==> src/rtl/riscv_encode.sv <==
// riscv_encode: assembles separated RISC-V instruction fields into a 32-bit
// word and queues it, paired with a sequential write address, in a small
// output FIFO for a program loader.
// Optional feature macro: RISCV_ENCODE_ILLEGAL_CHECK_EN. When defined, an
// `illegal` output is added, and bundles with opcode[1:0] != 2'b11 are
// consumed without being queued.
module riscv_encode #(
  parameter int              DEPTH     = 2,
  parameter int              ADDR_W    = 32,
  parameter logic [ADDR_W-1:0] BASE_ADDR = '0
) (
  input  logic                         clk,
  input  logic                         rst,
  input  logic                         in_valid,
  output logic                         in_ready,
  input  logic [6:0]                   opcode,
  input  logic [4:0]                   rd,
  input  logic [2:0]                   func,
  input  logic [4:0]                   rs1,
  input  logic [4:0]                   rs2,
  input  logic [6:0]                   funch,
  input  logic [11:0]                  imm12,
  input  logic [19:0]                  imm20,
  input  logic                         addr_clear,
  output logic                         out_valid,
  input  logic                         out_ready,
  output logic [31:0]                  ins,
  output logic [ADDR_W-1:0]            out_addr,
  output logic [$clog2(DEPTH+1)-1:0]   level
`ifdef RISCV_ENCODE_ILLEGAL_CHECK_EN
  ,
  output logic                         illegal
`endif
);

  localparam int LVL_W = $clog2(DEPTH+1);
  localparam int PTR_W = (DEPTH > 1) ? $clog2(DEPTH) : 1;
  localparam logic [LVL_W-1:0] DEPTH_L  = LVL_W'(DEPTH);
  localparam logic [PTR_W-1:0] LAST_PTR = PTR_W'(DEPTH - 1);

  logic [31:0]       enc_p0;
  logic              acc_p0;
  logic              push_p0;
  logic              pop_p0;
  logic [ADDR_W-1:0] push_addr_p0;

  logic [31:0]       mem_ins  [DEPTH];
  logic [ADDR_W-1:0] mem_addr [DEPTH];
  logic [PTR_W-1:0]  wr_ptr;
  logic [PTR_W-1:0]  rd_ptr;
  logic [ADDR_W-1:0] addr_cnt;

  function automatic logic [PTR_W-1:0] ptr_next(input logic [PTR_W-1:0] p);
    return (p == LAST_PTR) ? '0 : p + PTR_W'(1);
  endfunction

  // Format select: the split format scatters imm12 so the decoder's
  // {ins[11:7], ins[31:25]} reassembles the original immediate.
  always_comb begin
    enc_p0 = {imm12, rs1, func, rd, opcode};
    unique case (opcode[6:2])
      5'b01101, 5'b00101, 5'b11011: enc_p0 = {imm20, rd, opcode};
      5'b01100, 5'b01110, 5'b01000: enc_p0 = {funch, rs2, rs1, func, rd, opcode};
      5'b11000:                     enc_p0 = {imm12[6:0], rs2, rs1, func, imm12[11:7], opcode};
      default:                      enc_p0 = {imm12, rs1, func, rd, opcode};
    endcase
  end

  assign in_ready     = (level < DEPTH_L);
  assign out_valid    = (level != '0);
  assign acc_p0       = in_valid && in_ready;
  assign pop_p0       = out_valid && out_ready;
  assign push_addr_p0 = addr_clear ? BASE_ADDR : addr_cnt;
`ifdef RISCV_ENCODE_ILLEGAL_CHECK_EN
  assign push_p0      = acc_p0 && (opcode[1:0] == 2'b11);
`else
  assign push_p0      = acc_p0;
`endif

  // ---- stage p1: FIFO storage; head is read straight from registers ----
  assign ins      = mem_ins[rd_ptr];
  assign out_addr = mem_addr[rd_ptr];

  // FIFO pointers, occupancy, address counter and storage update
  always_ff @(posedge clk) begin
    if (rst) begin
      wr_ptr   <= '0;
      rd_ptr   <= '0;
      level    <= '0;
      addr_cnt <= BASE_ADDR;
      for (int i = 0; i < DEPTH; i++) begin
        mem_ins[i]  <= '0;
        mem_addr[i] <= '0;
      end
    end else begin
      if (push_p0) begin
        mem_ins[wr_ptr]  <= enc_p0;
        mem_addr[wr_ptr] <= push_addr_p0;
        wr_ptr           <= ptr_next(wr_ptr);
        addr_cnt         <= push_addr_p0 + ADDR_W'(4);
      end else if (addr_clear) begin
        addr_cnt <= BASE_ADDR;
      end
      if (pop_p0) begin
        rd_ptr <= ptr_next(rd_ptr);
      end
      unique case ({push_p0, pop_p0})
        2'b10:   level <= level + LVL_W'(1);
        2'b01:   level <= level - LVL_W'(1);
        default: level <= level;
      endcase
    end
  end

`ifdef RISCV_ENCODE_ILLEGAL_CHECK_EN
  // One-cycle pulse after a bundle is dropped for a non-32-bit opcode
  always_ff @(posedge clk) begin
    if (rst) begin
      illegal <= 1'b0;
    end else begin
      illegal <= acc_p0 && (opcode[1:0] != 2'b11);
    end
  end
`endif

endmodule

==> config.mk <==
export PLATFORM = sky130hd
export DESIGN_NAME = riscv_encode
export DESIGN_NICKNAME = d
export VERILOG_FILES = /design/src/rtl/riscv_encode.sv
export SDC_FILE = /design/constraint.sdc
export NUM_CORES = 1
export LEC_CHECK = 0
export CORE_ASPECT_RATIO = 1.75
export CORE_MARGIN = 4
export CORE_UTILIZATION = 25
export CTS_CLUSTER_DIAMETER = 100
export CTS_CLUSTER_SIZE = 16
export DETAILED_ROUTE_END_ITERATION = 7
export PLACE_DENSITY_LB_ADDON = 0.15
export SLEW_MARGIN = 20
export SYNTH_ARGS = -nofsm -noshare
export SYNTH_HDL_FRONTEND = slang
export SYNTH_SLANG_ARGS = --single-unit
==> constraint.sdc <==
create_clock -name clk -period 10.95 [get_ports clk]
set_input_delay 2.7375 -clock clk [delete_from_list [all_inputs] [get_ports clk]]
set_output_delay 2.7375 -clock clk [all_outputs]
set_load 0.01 [all_outputs]
# == Yosys cells after proc, flatten, opt, wreduce, memory -nomap -nowiden ==
# Memory sizes are Yosys's and may differ from the RTL's. A register that Yosys moved wholly into a read port is not among the register bits.
# Index checks and enable logic that the tools add are counted.
# totals
regBits,36
latchBits,0
ram_bits,128
rom_bits,0
out_inout_bits,68
wordCells,50
memories,2
# classes
add_sub_neg,5
multipliers,0
n_div,0
n_lt_le_gt_ge,1
n_eq_ne,9
shift,0
mux,21
bitwise_logic,0
n_reduce_logical,8
# memory_table
name,words,width,rd,rd_ports_with_merged_regs,wr,line_no,source
mem_addr,2,32,1,1,2,48,logic [ADDR_W-1:0] mem_addr [DEPTH];
mem_ins,2,32,1,1,2,47,logic [31:0] mem_ins [DEPTH];
# op_table
operator,n
two-way mux 32 bit,4
one-hot mux 32 bit (3 select lines),1
OR reduction 32 bit,2
"adder 32 x 3 -> 32 bit, second input constant",1
"equality test 5 x 4 -> 1 bit, second input constant",4
two-way mux 1 bit,15
"equality test 5 bit, second input constant",2
OR reduction 3 bit,2
"equality test 5 x 3 -> 1 bit, second input constant",1
one-hot mux 2 bit (2 select lines),1
nonzero test 2 bit,2
"adder 1 bit, second input constant",2
"adder 2 x 1 -> 2 bit, second input constant",1
"equality test 2 x 1 -> 1 bit, second input constant",1
"equality test 2 bit, second input constant",1
logical AND 1 bit,2
"< comparator 2 bit, second input constant",1
"subtractor 2 x 1 -> 2 bit, second input constant",1

# == Longest topological paths before layout ==
# depth
depth_word,7
ltp_mapped,9
mapped_depth_nobuf,8

# == Least setup slack after synthesis ==
# Ideal clock, no wire load.
# synth_path
path_type,input port to flip-flop
from,input port in_valid
to,"memory mem_addr[0][0], enable pin"
arrival_time_ns,6.207
path_slack_ns,4.244
cell_stages,4
cell_sequence,nor2b_1 buf_2 clkinv_1 o21bai_1
# synth_lines
element,line_no,source
from (decl),14,"input logic in_valid,"
to (decl),48,

==> impl_metrics.ini <==
[setup_path]
cp_max_fo = 64
crit_type = reg2out
endpoint_kind = output port
arrival_ns = 2.51
start_kind = flip-flop
cp.required_ns = 8.21
reg2reg_depth = 5

[clock_tree]
clk_pin_slew_ns = 0.06
cts_hold_buf = 0
cts_resized = 0
cts.path.max_buffers = 2
cts_sinks = 165
cts_setup_buffers = 0
cts_tree = yes
cts_root_buf = clkbuf_16
cts_made_buffers = 17
htreeDepth = 4
clk_latency_ns = 0.43

[drt]
drt_drc_violations_left = 0
routedWlPerCell_um = 19.5
drtAntennaViolNets = 0
via_per_inst = 4.68
num_vias = 5664
drt_iter0_markers = 383
routed_wl_um = 23500
first_pass_iters = 4

[finish]
final_common_cell = clkdlybuf4s50_1
finalNonFillerCells = 1209
final_cell_mix = clkdlybuf4s50_1, edfxtp_1, nor2_1
syn2layout_area_growth_pct = 30.5
design_area_um2 = 10300
fill_cells = 3152
utilization_pct = 33.2
diodes = 0
drive_gt1_share_pct = 15.3
layout.nets = 876

[logic_synthesis]
synth_top_cells_by_area = edfxtp_1, dfxtp_1, mux2_2
synth_ff_type = edfxtp_1
synth_cell_types = 50
ys_seq_area_share_pct = 58.4
syn_inst = 684
avgSynthCellArea_um2 = 11.5
synth_top_area_share_pct = 48.9
synth_edf_count = 128
synth_top_cell_by_area = edfxtp_1
ys_ff_latch = 165
yosys_warnings = 0
synthArstFlopShare_pct = 0
synth_fp_nets = 755
syn-cell-area_um2 = 7850

[placed_design]
gp_congestion = 0.785
dp.cells = 1177
post-dp-hpwl_um = 15700
numPortBuffers = 136
dp_slack_ns = 5.31
placed_area_um2 = 9650

[power_and_ir_drop]
clkPwrFrac_pct = 31.7
peakVddDrop_mv = 0.117
finalPower_mw = 1.96
powerDensity_nw_per_um2 = 191
power_switching_mw = 0.536
p_sw_share_pct = 27.4
intPower_mw = 1.42
p_leak_nw = 3.59
pwr-share-seq_pct = 40.2
combPwrFrac_pct = 28.1

[outcome]
outcome = complete, no violations

[flow_run]
cap_violations = 0

[global_routing]
grt_pass1_wl_um = 35900
globalRouteOverflowTotal = 0
grt_start_max_net_pins = 65
grt_pass1_vias = 5978
antenna_found_initial = 0
grt_use_total_pct = 13.8

[die]
fp.coreArea_um2 = 30800
die-area_um2 = 34400
die_x_um = 142
die_h_um = 242
rows = 85
start_util_pct = 25.5
top_level_ports = 137

[sta]
fin_crit_ns = 5.25
setup_ws_ns = 5.70
fmax_mhz = 191
finalSetupTns_ns = 0
hold_violations = 0
worstMarginPinSlew_ns = 1.01
finalSetupViolCount = 0
layout_worst_path_cycle_share_pct = 47.9
grt_setup_unrepaired = false
final.setup_skew_ns = 0.00969
slew_violations = 0
worst_slew_margin_rel_pct = 32.4
holdWs_ns = 0.472

[worst_hold_path]
hold_path.class = reg2reg
hold_depth = 2
## critical path, cell delays in order, from the launching register on
cell and delay, ns:
dfxtp_2 0.31, buf_4 0.70, mux2_2 0.46, clkdlybuf4s50_1 0.50
## logic make-up after synthesis
kind of cell	count (synthesis)	synth area share, %
buf+inv	63	3.06
fa+ha+maj	2	0.319
compound gates	71	6.45
mux	80	11.2
xor+xnor	13	1.45
simple gates	290	19.1
flops	165	58.4
## cells in the mapped netlist (all sizes together) (2+ instances only)
| library cell | number |
|---|---|
| a21oi | 19 |
| a311oi | 2 |
| a31o | 3 |
| a41o | 3 |
| and2 | 23 |
| and3 | 19 |
| and4b | 2 |
| buf | 4 |
| clkbuf | 39 |
| dfxtp | 37 |
| edfxtp | 128 |
| ha | 2 |
| inv | 19 |
| mux2 | 65 |
| mux2i | 15 |
| nand2 | 34 |
| nand2b | 11 |
| nand3 | 9 |
| nand4 | 16 |
| nand4b | 6 |
| nor2 | 119 |
| nor2b | 7 |
| nor3 | 7 |
| nor3b | 8 |
| nor4 | 5 |
| o211ai | 17 |
| o21ai | 4 |
| o21bai | 2 |
| o311ai | 12 |
| o31ai | 4 |
| or2 | 4 |
| or3 | 9 |
| or4 | 8 |
| xnor2 | 8 |
| xor2 | 5 |
## layout make-up
cell class,count,area (µm²),share of cell area (%)
inverters,20,75.1,0.732
well taps,391,489,4.77
repair buffers,145,1430,13.9
clock inverters,8,119,1.16
clock buffers,24,482,4.70
flip-flops and latches,165,4590,44.7
multi-input cells,456,3070,30.0
## sequential cells by signal, indices dropped and copies added, names as in the netlist, named ones only
register	count
mem_addr	64
rd_ptr	1
mem_ins	64
addr_cnt	32
wr_ptr	1
level	2
## power groups by stage
stage               clock, mW  combinational, mW  sequential, mW
floorplan                   0              0.271           0.799
global placement            0              0.570           0.800
detailed placement          0              0.565           0.803
CTS                     0.637              0.570           0.789
global route            0.660              0.594           0.795
finish                  0.621              0.552           0.787
## path summary, 6_finish.rpt
path | startpoint | to | slack [ns]
setup / recovery | flip-flop | out_addr[29] | 5.70
hold / removal | addr_cnt[0] | addr_cnt[0] | 0.47
setup reg to reg | level[1] | mem_addr[1][29] | 8.29
hold reg to reg | addr_cnt[0] | addr_cnt[0] | 0.47
## routing by layer
| layer | GRT usage [%] | part of all wire [%] | vias to the layer above |
|---|---|---|---|
| met5 | 0 | 0 | - |
| met1 | 15.9 | 40 | 2745 |
| met2 | 24.8 | 54 | 157 |
| met3 | 3.08 | 4.1 | 23 |
| met4 | 4.80 | 1.8 | 0 |
| li1 | - | - | 2739 |
Note: power is estimated with default switching activity, not from simulation.
==> RTL change (same flow settings) <==
The parameter `DEPTH` goes from 2 to 4.
--- a/src/rtl/riscv_encode.sv
+++ b/src/rtl/riscv_encode.sv
@@ -5,7 +5,7 @@
 // `illegal` output is added, and bundles with opcode[1:0] != 2'b11 are
 // consumed without being queued.
 module riscv_encode #(
-  parameter int              DEPTH     = 2,
+  parameter int              DEPTH     = 4,
   parameter int              ADDR_W    = 32,
   parameter logic [ADDR_W-1:0] BASE_ADDR = '0
 ) (
Ports: changed (resized level); port bits go from 137 to 138. The function was not compared with the original's and may differ.
==> RTL change against the original RTL <==
- via count rose by 50%
- sequential share of layout area up 8.2 points
- routed wire length rose by 72%
- synthesized cell count grew 44%
- register-to-register slack worse by 1.0 ns
- clock skew increased by 0.0050 ns
- area after synthesis is 70% higher
- sequential cell count grew 132
- setup slack got worse by 0.92 ns
- combinational power rose by 22%
- clock power up 29%
- cell area rose by 57%
- utilization shrank 2.7 points
- power grew 46%
- largest cell class unchanged
==> RTL change: results (changes against the original RTL) <==
GRT Total Usage 13.80% (was 13.82%); Rel. slew slack 30.77% (was 32.36%); drt first pass iters 7 (was 4); WL/cell 22.70 um (was 19.46 um); Yosys cell types 53 (was 50); crit-path max FO 59 (was 64); Seq/Total Area, Yosys 63.71% (was 58.37%); r2r setup slk 7.28 ns (was 8.29 ns); Layout Nets 1,167 (was 876); hold_sp addr_cnt[0] (unchanged); Largest regs mem_addr x128, mem_ins x128, addr_cnt x32 (was mem_addr x64, mem_ins x64, addr_cnt x32); reg2reg start level[2] (was level[1]); WP data arrival 6.33 ns (was 2.51 ns); peak supply drop 85.89 uV (was 116.6 uV); largest net degree at the start of global routing 60 (was 65); Place WS 4.155 ns (was 5.312 ns); status finished clean (unchanged); total CTS buffers 22 (was 17); Port Buffers 137 (was 136); Reg clk slew, reported paths 0.08 ns (was 0.06 ns); top cells by count, synth 256 x edfxtp_1, 221 x nor2_1, 64 x mux4_2 (was 128 x edfxtp_1, 119 x nor2_1, 65 x mux2_2); # H-tree levels 1 (was 4); synth top area cells edfxtp_1 58%, mux4_2 11%, nor2_1 6.2%, dfxtp_1 6.1%, a211oi_1 1.9% (was edfxtp_1 49%, dfxtp_1 9.4%, mux2_2 9.3%, nor2_1 5.7%, mux2i_1 1.9%); vias in the first global route 8,981 (was 5,978); root buffer cell clkbuf_16 (unchanged); worst skew pair latency 0.54 ns (was 0.43 ns); CP startpoint rst; global-route wire length before repair 59.57 mm (was 35.92 mm); Setup Skew 0.01465 ns (was 0.009689 ns); share of cells above drive strength 1 11.45% (was 15.28%); RePlAce Congestion 0.7456 (was 0.7851); leakage power 0.005171 uW (was 0.003586 uW); placed wire-length estimate 25.61 mm (was 15.73 mm); syn_nets 1,056 (was 755); number of DRC markers in iteration 0 577 (was 383); post-route setup slack 4.781 ns (was 5.703 ns); Filler cells 5,310 (was 3,152); number of synthesized flops with an enable pin 256 (was 128)
-- RTL change: cell count changes after synthesis, moves of 9 or more --
cell and delta:
buf_2 +13, nand2b_1 +24, mux2_2 -61, and3_1 -9, o311ai_0 -12, nor2_1 +102
mux4_2 +64, edfxtp_1 +128, nor3_1 +9, a211oi_1 +33, o211ai_1 -16
-- RTL change: where the power goes --
part           switching [uW]  total, uW  internal, uW  leakage, uW
combinational             329        671           342      0.00187
sequential               62.1       1380          1320      0.00299
clock                     407        803           396     0.000307
total                     799       2860          2060      0.00517
-- RTL change: through the flow --
step           power [uW]  utilization, %  instances  hold WS, ns  cell area [sq um]
2_1_floorplan        1752               -        982       0.4283              13350
3_3_place_gp         2111           29.34       1747       0.4408              15440
3_5_place_dp         2111           29.34       1747       0.4418              15440
4_1_cts              2921           30.56       1787       0.4598              16090
5_1_grt              2994           30.56       1787       0.4815              16090
6_report             2859           30.56       1787       0.4597              16090
-- RTL change: worst max-delay path, cell delays in order --
cell	delay [ns]
clkdlybuf4s50_1	0.40
buf_4	0.26
or3b_2	0.49
buf_4	0.40
or3_2	0.52
buf_4	0.38
nand2b_4	0.31
buf_4	0.68
-- RTL change: cell families after synthesis --
group                      after synthesis  synth area share (%)
and+or+nand+nor                        418                 15.47
AOI/OAI and AO/OA                       92                 4.891
muxes                                   82                 12.18
buffers and inverters                   78                 2.567
DFF                                    297                 63.71
adders and majority gates                5                0.5247
xor gates and xnor gates                10                0.6558
-- RTL change: cell type report --
type / count / area share, %
Timing Repair Buffer: 152 / 9.225
Inverter: 13 / 0.3033
Tap cell: 678 / 5.273
Multi-Input combinational cell: 607 / 28.26
Sequential cell: 297 / 52.94
Clock buffer: 39 / 3.951
Clock inverter: 1 / 0.05444
-- RTL change: final timing paths --
kind	cells after the start	end
max	8	mem_addr[0][23]
min	1	addr_cnt[0]
max reg2reg	6	mem_addr[0][23]
min reg2reg	1	addr_cnt[0]
-- RTL change: layer usage --
layer / up-vias / track usage [%] / part of all wire [%]
li1: 3911 / - / -
met1: 4363 / 16.48 / 40
met2: 179 / 26.08 / 55
met3: 38 / 1.679 / 4.3
met4: 0 / 3.346 / 1.7
met5: - / 0 / 0
